File: src/rtl/alu_pkg.sv
// alu_pkg: op encoding and flag bundle shared by the ALU files.
// Ops: ADD SUB AND OR XOR SLL SRL SRA; flags: carry overflow zero negative.
package alu_pkg;

  typedef enum logic [2:0] {
    OP_ADD = 3'b000,
    OP_SUB = 3'b001,
    OP_AND = 3'b010,
    OP_OR  = 3'b011,
    OP_XOR = 3'b100,
    OP_SLL = 3'b101,
    OP_SRL = 3'b110,
    OP_SRA = 3'b111
  } alu_op_e;

  typedef struct packed {
    logic carry;
    logic overflow;
    logic zero;
    logic negative;
  } alu_flags_t;

endpackage

File: src/rtl/alu_datapath.sv
// alu_datapath: combinational result and flags from a_i, b_i, op_i.
// Ports: a_i/b_i operands, op_i select, y_o result, flags_o flag bundle.
module alu_datapath
  import alu_pkg::*;
#(
  parameter int WIDTH = 8
) (
  input  logic [WIDTH-1:0] a_i,
  input  logic [WIDTH-1:0] b_i,
  input  alu_op_e          op_i,
  output logic [WIDTH-1:0] y_o,
  output alu_flags_t       flags_o
);

  localparam int SW = $clog2(WIDTH);
  localparam int MSB = WIDTH - 1;
  localparam logic [WIDTH-1:0] W_L = WIDTH'(WIDTH);
  localparam logic [SW-1:0] SMAX = SW'(WIDTH - 1);

  logic [WIDTH:0]  sum;
  logic [WIDTH:0]  dif;
  logic [SW-1:0]   sh;
  logic            c;
  logic            ov;

  always_comb begin
    sum = {1'b0, a_i} + {1'b0, b_i};
    dif = {1'b0, a_i} - {1'b0, b_i};
    // amounts past the top bit clamp to WIDTH-1
    sh  = (b_i >= W_L) ? SMAX : b_i[SW-1:0];
    y_o = '0;
    c   = 1'b0;
    ov  = 1'b0;
    unique case (op_i)
      OP_ADD: begin
        y_o = sum[WIDTH-1:0];
        c   = sum[WIDTH];
        ov  = (a_i[MSB] == b_i[MSB]) &&
              (sum[MSB] != a_i[MSB]);
      end
      OP_SUB: begin
        y_o = dif[WIDTH-1:0];
        c   = dif[WIDTH];
        ov  = (a_i[MSB] != b_i[MSB]) &&
              (dif[MSB] != a_i[MSB]);
      end
      OP_AND: y_o = a_i & b_i;
      OP_OR:  y_o = a_i | b_i;
      OP_XOR: y_o = a_i ^ b_i;
      OP_SLL: y_o = a_i << sh;
      OP_SRL: y_o = a_i >> sh;
      OP_SRA: y_o = $signed(a_i) >>> sh;
    endcase
    flags_o.carry    = c;
    flags_o.overflow = ov;
    flags_o.zero     = ~|y_o;
    flags_o.negative = y_o[MSB];
  end

endmodule

File: src/rtl/alu_sync.sv
// alu_sync: registered ALU, one-cycle latency, valid-qualified outputs.
// Ports: clk, rst_n, in_valid/a/b/op in; out_valid/y/carry/overflow/zero/negative out.
module alu_sync
  import alu_pkg::*;
#(
  parameter int WIDTH = 8
) (
  input  logic             clk,
  input  logic             rst_n,
  input  logic             in_valid,
  input  logic [WIDTH-1:0] a,
  input  logic [WIDTH-1:0] b,
  input  logic [2:0]       op,
  output logic             out_valid,
  output logic [WIDTH-1:0] y,
  output logic             carry,
  output logic             overflow,
  output logic             zero,
  output logic             negative
);

  logic [WIDTH-1:0] dp_y;
  alu_flags_t       dp_f;

  logic             valid_d, valid_q;
  logic [WIDTH-1:0] y_d, y_q;
  alu_flags_t       flags_d, flags_q;

  alu_datapath #(.WIDTH(WIDTH)) u_dp (
    .a_i     (a),
    .b_i     (b),
    .op_i    (alu_op_e'(op)),
    .y_o     (dp_y),
    .flags_o (dp_f)
  );

  // result and flags hold across idle cycles
  always_comb begin
    valid_d = in_valid;
    y_d     = y_q;
    flags_d = flags_q;
    if (in_valid) begin
      y_d     = dp_y;
      flags_d = dp_f;
    end
  end

  always_ff @(posedge clk or negedge rst_n) begin
    if (!rst_n) begin
      valid_q <= 1'b0;
      y_q     <= '0;
      flags_q <= '0;
    end else begin
      valid_q <= valid_d;
      y_q     <= y_d;
      flags_q <= flags_d;
    end
  end

  assign out_valid = valid_q;
  assign y         = y_q;
  assign carry     = flags_q.carry;
  assign overflow  = flags_q.overflow;
  assign zero      = flags_q.zero;
  assign negative  = flags_q.negative;

endmodule

File: config.mk
export PLATFORM = sky130hd
export DESIGN_NAME = alu_sync
export DESIGN_NICKNAME = d
export VERILOG_FILES = /design/src/rtl/alu_pkg.sv /design/src/rtl/alu_datapath.sv /design/src/rtl/alu_sync.sv
export SDC_FILE = /design/constraint.sdc
export NUM_CORES = 1
export LEC_CHECK = 0
export ABC_CLOCK_PERIOD_IN_PS = 1500
export CORE_MARGIN = 1.5
export CORE_UTILIZATION = 61
export DETAILED_ROUTE_END_ITERATION = 7
export PLACE_DENSITY = 0.87
export SLEW_MARGIN = 10
export SYNTH_ARGS = -nofsm -noshare
export SYNTH_HDL_FRONTEND = slang
export SYNTH_HIERARCHICAL = 1
export SYNTH_SLANG_ARGS = --single-unit
File: constraint.sdc
create_clock -name clk -period 1.5 [get_ports clk]
set_input_delay 0.3 -clock clk [delete_from_list [all_inputs] [get_ports clk]]
set_output_delay 0.3 -clock clk [all_outputs]
set_load 0.02 [all_outputs]
==> results by group, run 1 <==
Outcome
  • Status: aborted with a tool error
  • Fail Step: 3_5_place_dp
  • Err: [ERROR DPL-0033] detailed placement checks failed during check placement.

Yosys
  • Post-synthesis sequential area ratio: 0.124
  • Mapped Cells: roughly 340
  • Top cells by area, synth: dfrtp_1 12%, ha_1 11%, mux2_4 5.7%
  • Ys Warns: 6
  • Post-synth EDFFs: 0
  • Commonest cells post-synth: 26 x inv_1, 24 x a21oi_1, 24 x ha_1
  • Ys flop type: dfrtp_1
  • Syn Std Cell Area: about 2600 sq um
  • Synth area leader: dfrtp_1
  • Mean Syn Cell Area: 7.73 sq um
  • Netlist cell types: 69
  • Yosys reg bits: 13
  • Post-Syn Nets: 386
  • Area fraction of the dominant cell type after synthesis: 0.124
  • Synth async-reset ratio: 1.00
  • Dominant cell by count in the synthesized netlist: inv_1

Die
  • Die width: 68.5 um
  • Core Rows: 23
  • IO Pins: 35
  • Initial core utilization: 0.644
  • Die span in y: approximately 68 um

Placed design
  • DP Wirelength: 11.9 mm
  • Placer Congestion: about 1.1
  • # port buffers: 34
==> through the flow <==
step | cells | TNS (ns) | hold WS, ns
3_3_place_gp | 519 | -16.14 | 0.498
2_1_floorplan | 338 | -7.46 | 0.00441
==> logic make-up after synthesis <==
family | after synthesis | synth area share
AO/OA/AOI/OAI | 114 | 0.308
AND/OR/NAND/NOR | 109 | 0.228
buffers and inverters | 52 | 0.0924
adder cells (fa/ha/maj) | 26 | 0.130
multiplexers | 21 | 0.107
flip-flops | 13 | 0.124
XOR/XNOR | 3 | 0.0101
==> run 2, diff against run 1 <==
CORE_UTILIZATION = 40   (was 61)
PLACE_DENSITY = default   (was 0.87)
PLACE_DENSITY_LB_ADDON = 0.15   (was default)
==> results by group, run 2 <==
CTS
  • CTS root buffer: clkbuf_8
  • # hold bufs at CTS: 0
  • Clock sinks: 13
  • CTS tree: built
  • Skew-Pair Late Insertion Delay: 0.24 ns
  • Reg clk slew, reported paths: 0.05 ns
  • Htree depth: 1
  • Buffer levels on the longest clock path: 2
  • Number of buffers created by CTS: 3

Critical path
  • CP cell instances: buf_8 -> clkinvlp_4 -> buf_4 -> ha_4 -> a21o_1 -> a41o_1 -> o41ai_4 -> buf_4 -> and3_1 -> or4_4 -> nor4_2 -> mux2_4
  • CP Data Required Time: 1.69 ns
  • Crit end category: flip-flop
  • Worst EP arrival: roughly 2.8 ns
  • Most used cell, CP: buf_4
  • Crit path max fanout: 4
  • Crit path max-delay family: simple AND/OR/NAND/NOR gates
  • WP depth: 12
  • Slowest-stage cell, CP: or4_4
  • FF-to-FF path depth: 1
  • Crit start category: primary input
  • Setup CP Type: primary input to flip-flop
  • Crit path buffers/inverters: 4
  • Slowest stage delay, CP: 0.53 ns

Routing
  • Post-route ant nets: 0
  • Routed len/inst: 19.9 um
  • Initial DRC count: around 340
  • DR vias: 3641
  • Avg Vias per Cell: 5.97
  • TritonRoute pass-1 iters: 5
  • DRC: 0
  • Routed WL: 12.2 mm

Yosys
  • Yosys reg bits: 13 (unchanged)
  • Post-synthesis sequential area ratio: 0.124 (unchanged)
  • Ys Warns: 6 (unchanged)
  • Ys flop type: dfrtp_1 (unchanged)
  • Synth area leader: dfrtp_1 (unchanged)
  • Synth async-reset ratio: 1.00 (unchanged)
  • Netlist cell types: 69 (unchanged)
  • Commonest cells post-synth: 26 x inv_1, 24 x a21oi_1, 24 x ha_1 (unchanged)
  • Post-Syn Nets: 386 (unchanged)
  • Top cells by area, synth: dfrtp_1 12%, ha_1 11%, mux2_4 5.7% (unchanged)
  • Area fraction of the dominant cell type after synthesis: 0.124 (unchanged)
  • Post-synth EDFFs: 0 (unchanged)
  • Mean Syn Cell Area: 7.73 sq um (unchanged)
  • Syn Std Cell Area: 2610 sq um (unchanged)
  • Dominant cell by count in the synthesized netlist: inv_1 (unchanged)
  • Mapped Cells: 338 (unchanged)

STA
  • Max frequency: 391 MHz
  • Tcrit/Tclk final: 1.71
  • Slew @ Worst Pin: 0.521 ns
  • Worst-case clock skew: 0 ns
  • Final Critical Period: between 2 and 3 ns
  • RSZ-0062 raised after global routing: yes
  • Fin. Hold Viols: 0
  • Final Setup Violations: 12
  • Relative slew slack: 0.651
  • Slew Limit Fails: 0
  • Final hold slack: approximately 0.36 ns
  • Setup WS post-layout: -1.06 ns

Placed design
  • Cell Area, Placed: 4130 sq um
  • Placed Cells: 562
  • # port buffers: 34 (unchanged)
  • Placer Congestion: 1.01 (was 1.09)
  • DP Wirelength: 8.69 mm (was 11.9 mm)

Cells and area
  • Layout area overhead: 93.0%
  • Post-route insts no fill: 610
  • Register cell area after layout: roughly 330 sq um
  • Commonest non-fill, non-tap cell in the layout: buf_4
  • Antenna cells: 0
  • Fillers: 434
  • Footprint of the multi-input gates: approximately 2600 sq um
  • Cell area after layout: 5040 sq um
  • Layout Nets: 582
  • Number of flip-flops in the largest register: 8
  • Commonest non-fill, non-tap cells in the layout: 149 x buf_4, 36 x buf_6, 20 x nand2_1
  • Share of cells above drive strength 1: 0.591

Global route
  • Number of global-route vias before repair: about 3.6k
  • First-pass GRT wire length: 19.0 mm
  • GRT overflow: 0
  • GRT Total Usage: 0.344
  • Largest net degree at the start of global routing: 14
  • Initial antenna violation count: 0

Die
  • IO Pins: 35 (unchanged)
  • Die span in y: 83.8 um (was 68.5 um)
  • Core area: 6310 sq um
  • Full die area: 7030 sq um
  • Core Rows: 29 (was 23)
  • Die width: 83.8 um (was 68.5 um)
  • Initial core utilization: 0.414 (was 0.644)

Outcome
  • Violated checks: negative setup slack
  • Status: finished with violations (was aborted with a tool error)

Power and ir drop
  • PD cells: between 400 and 500 nW/um^2
  • Worst vdd ir: 0.801 mV
  • Lkg Pwr: 2.35 nW

Min path
  • Min-delay worst type: primary input to asynchronous set/reset pin

Job
  • Max-cap viol count: 0
run 2: layout make-up:
type / instances / area share
tap: 77 / 0.0191
timing repair buffer: 216 / 0.364
multi-input combinational: 273 / 0.519
clock buffer: 4 / 0.00893
inverter: 27 / 0.0248
sequential: 13 / 0.0645
run 2: power breakdown:
part	total [mW]	switching [mW]	internal, mW
clock network	0.311	0.123	0.188
registers	0.435	0.0301	0.405
logic	1.68	0.811	0.872
total	2.43	0.965	1.46
run 2: stage by stage:
| stage | total power [mW] | setup slack, ns | TNS (ns) | utilization |
|---|---|---|---|---|
| 2_1_floorplan | 1.17 | -1.04 | -7.46 | - |
| 3_3_place_gp | 1.79 | -1.75 | -17.20 | 0.655 |
| 3_5_place_dp | 1.80 | -1.75 | -17.46 | 0.655 |
| 4_1_cts | 2.32 | -1.32 | -8.82 | 0.773 |
| 5_1_grt | 2.56 | -1.18 | -9.81 | 0.799 |
| 6_report | 2.43 | -1.06 | -8.96 | 0.799 |
run 2: what timing repair did:
| item | in CTS | in global routing |
|---|---|---|
| cloned | 0 | 0 |
| endpoints found under the setup margin | 23 | 13 |
| resized for setup | 180 | 26 |
| pin swaps | 65 | 28 |
| setup buffers | 44 | 10 |
run 2: path summary, 6_finish.rpt:
path / start / slack (ns) / endpoint
max in group asynchronous: rst_n / 0.98 / carry
min: rst_n / 0.36 / y[2]
min reg2reg: carry / 0.50 / carry
min in group clk: carry / 0.50 / carry
max reg2reg: negative / 0.73 / negative
max: b[1] / -1.06 / zero
run 2: routing by layer:
layer,global-route usage,share of wire,up-vias,routed length [um]
met1,0.438,0.40,1714,4900
met2,0.585,0.48,202,5800
li1,-,-,1671,-
met5,0,0,-,0
met4,0.156,0.055,0,669
met3,0.0336,0.065,54,790
run 2: cells by family (layout without fill, tap and decap cells):
family                     Yosys count  count (layout)  share of synthesized area
adders and majority gates           26              26                      0.130
buffers and inverters               52             247                     0.0924
and+or+nand+nor                    109             109                      0.228
AOI/OAI and AO/OA                  114             114                      0.308
muxes                               21              21                      0.107
xor gates and xnor gates             3               3                     0.0101
DFF                                 13              13                      0.124
No activity file was read; power rests on OpenSTA's default activity.
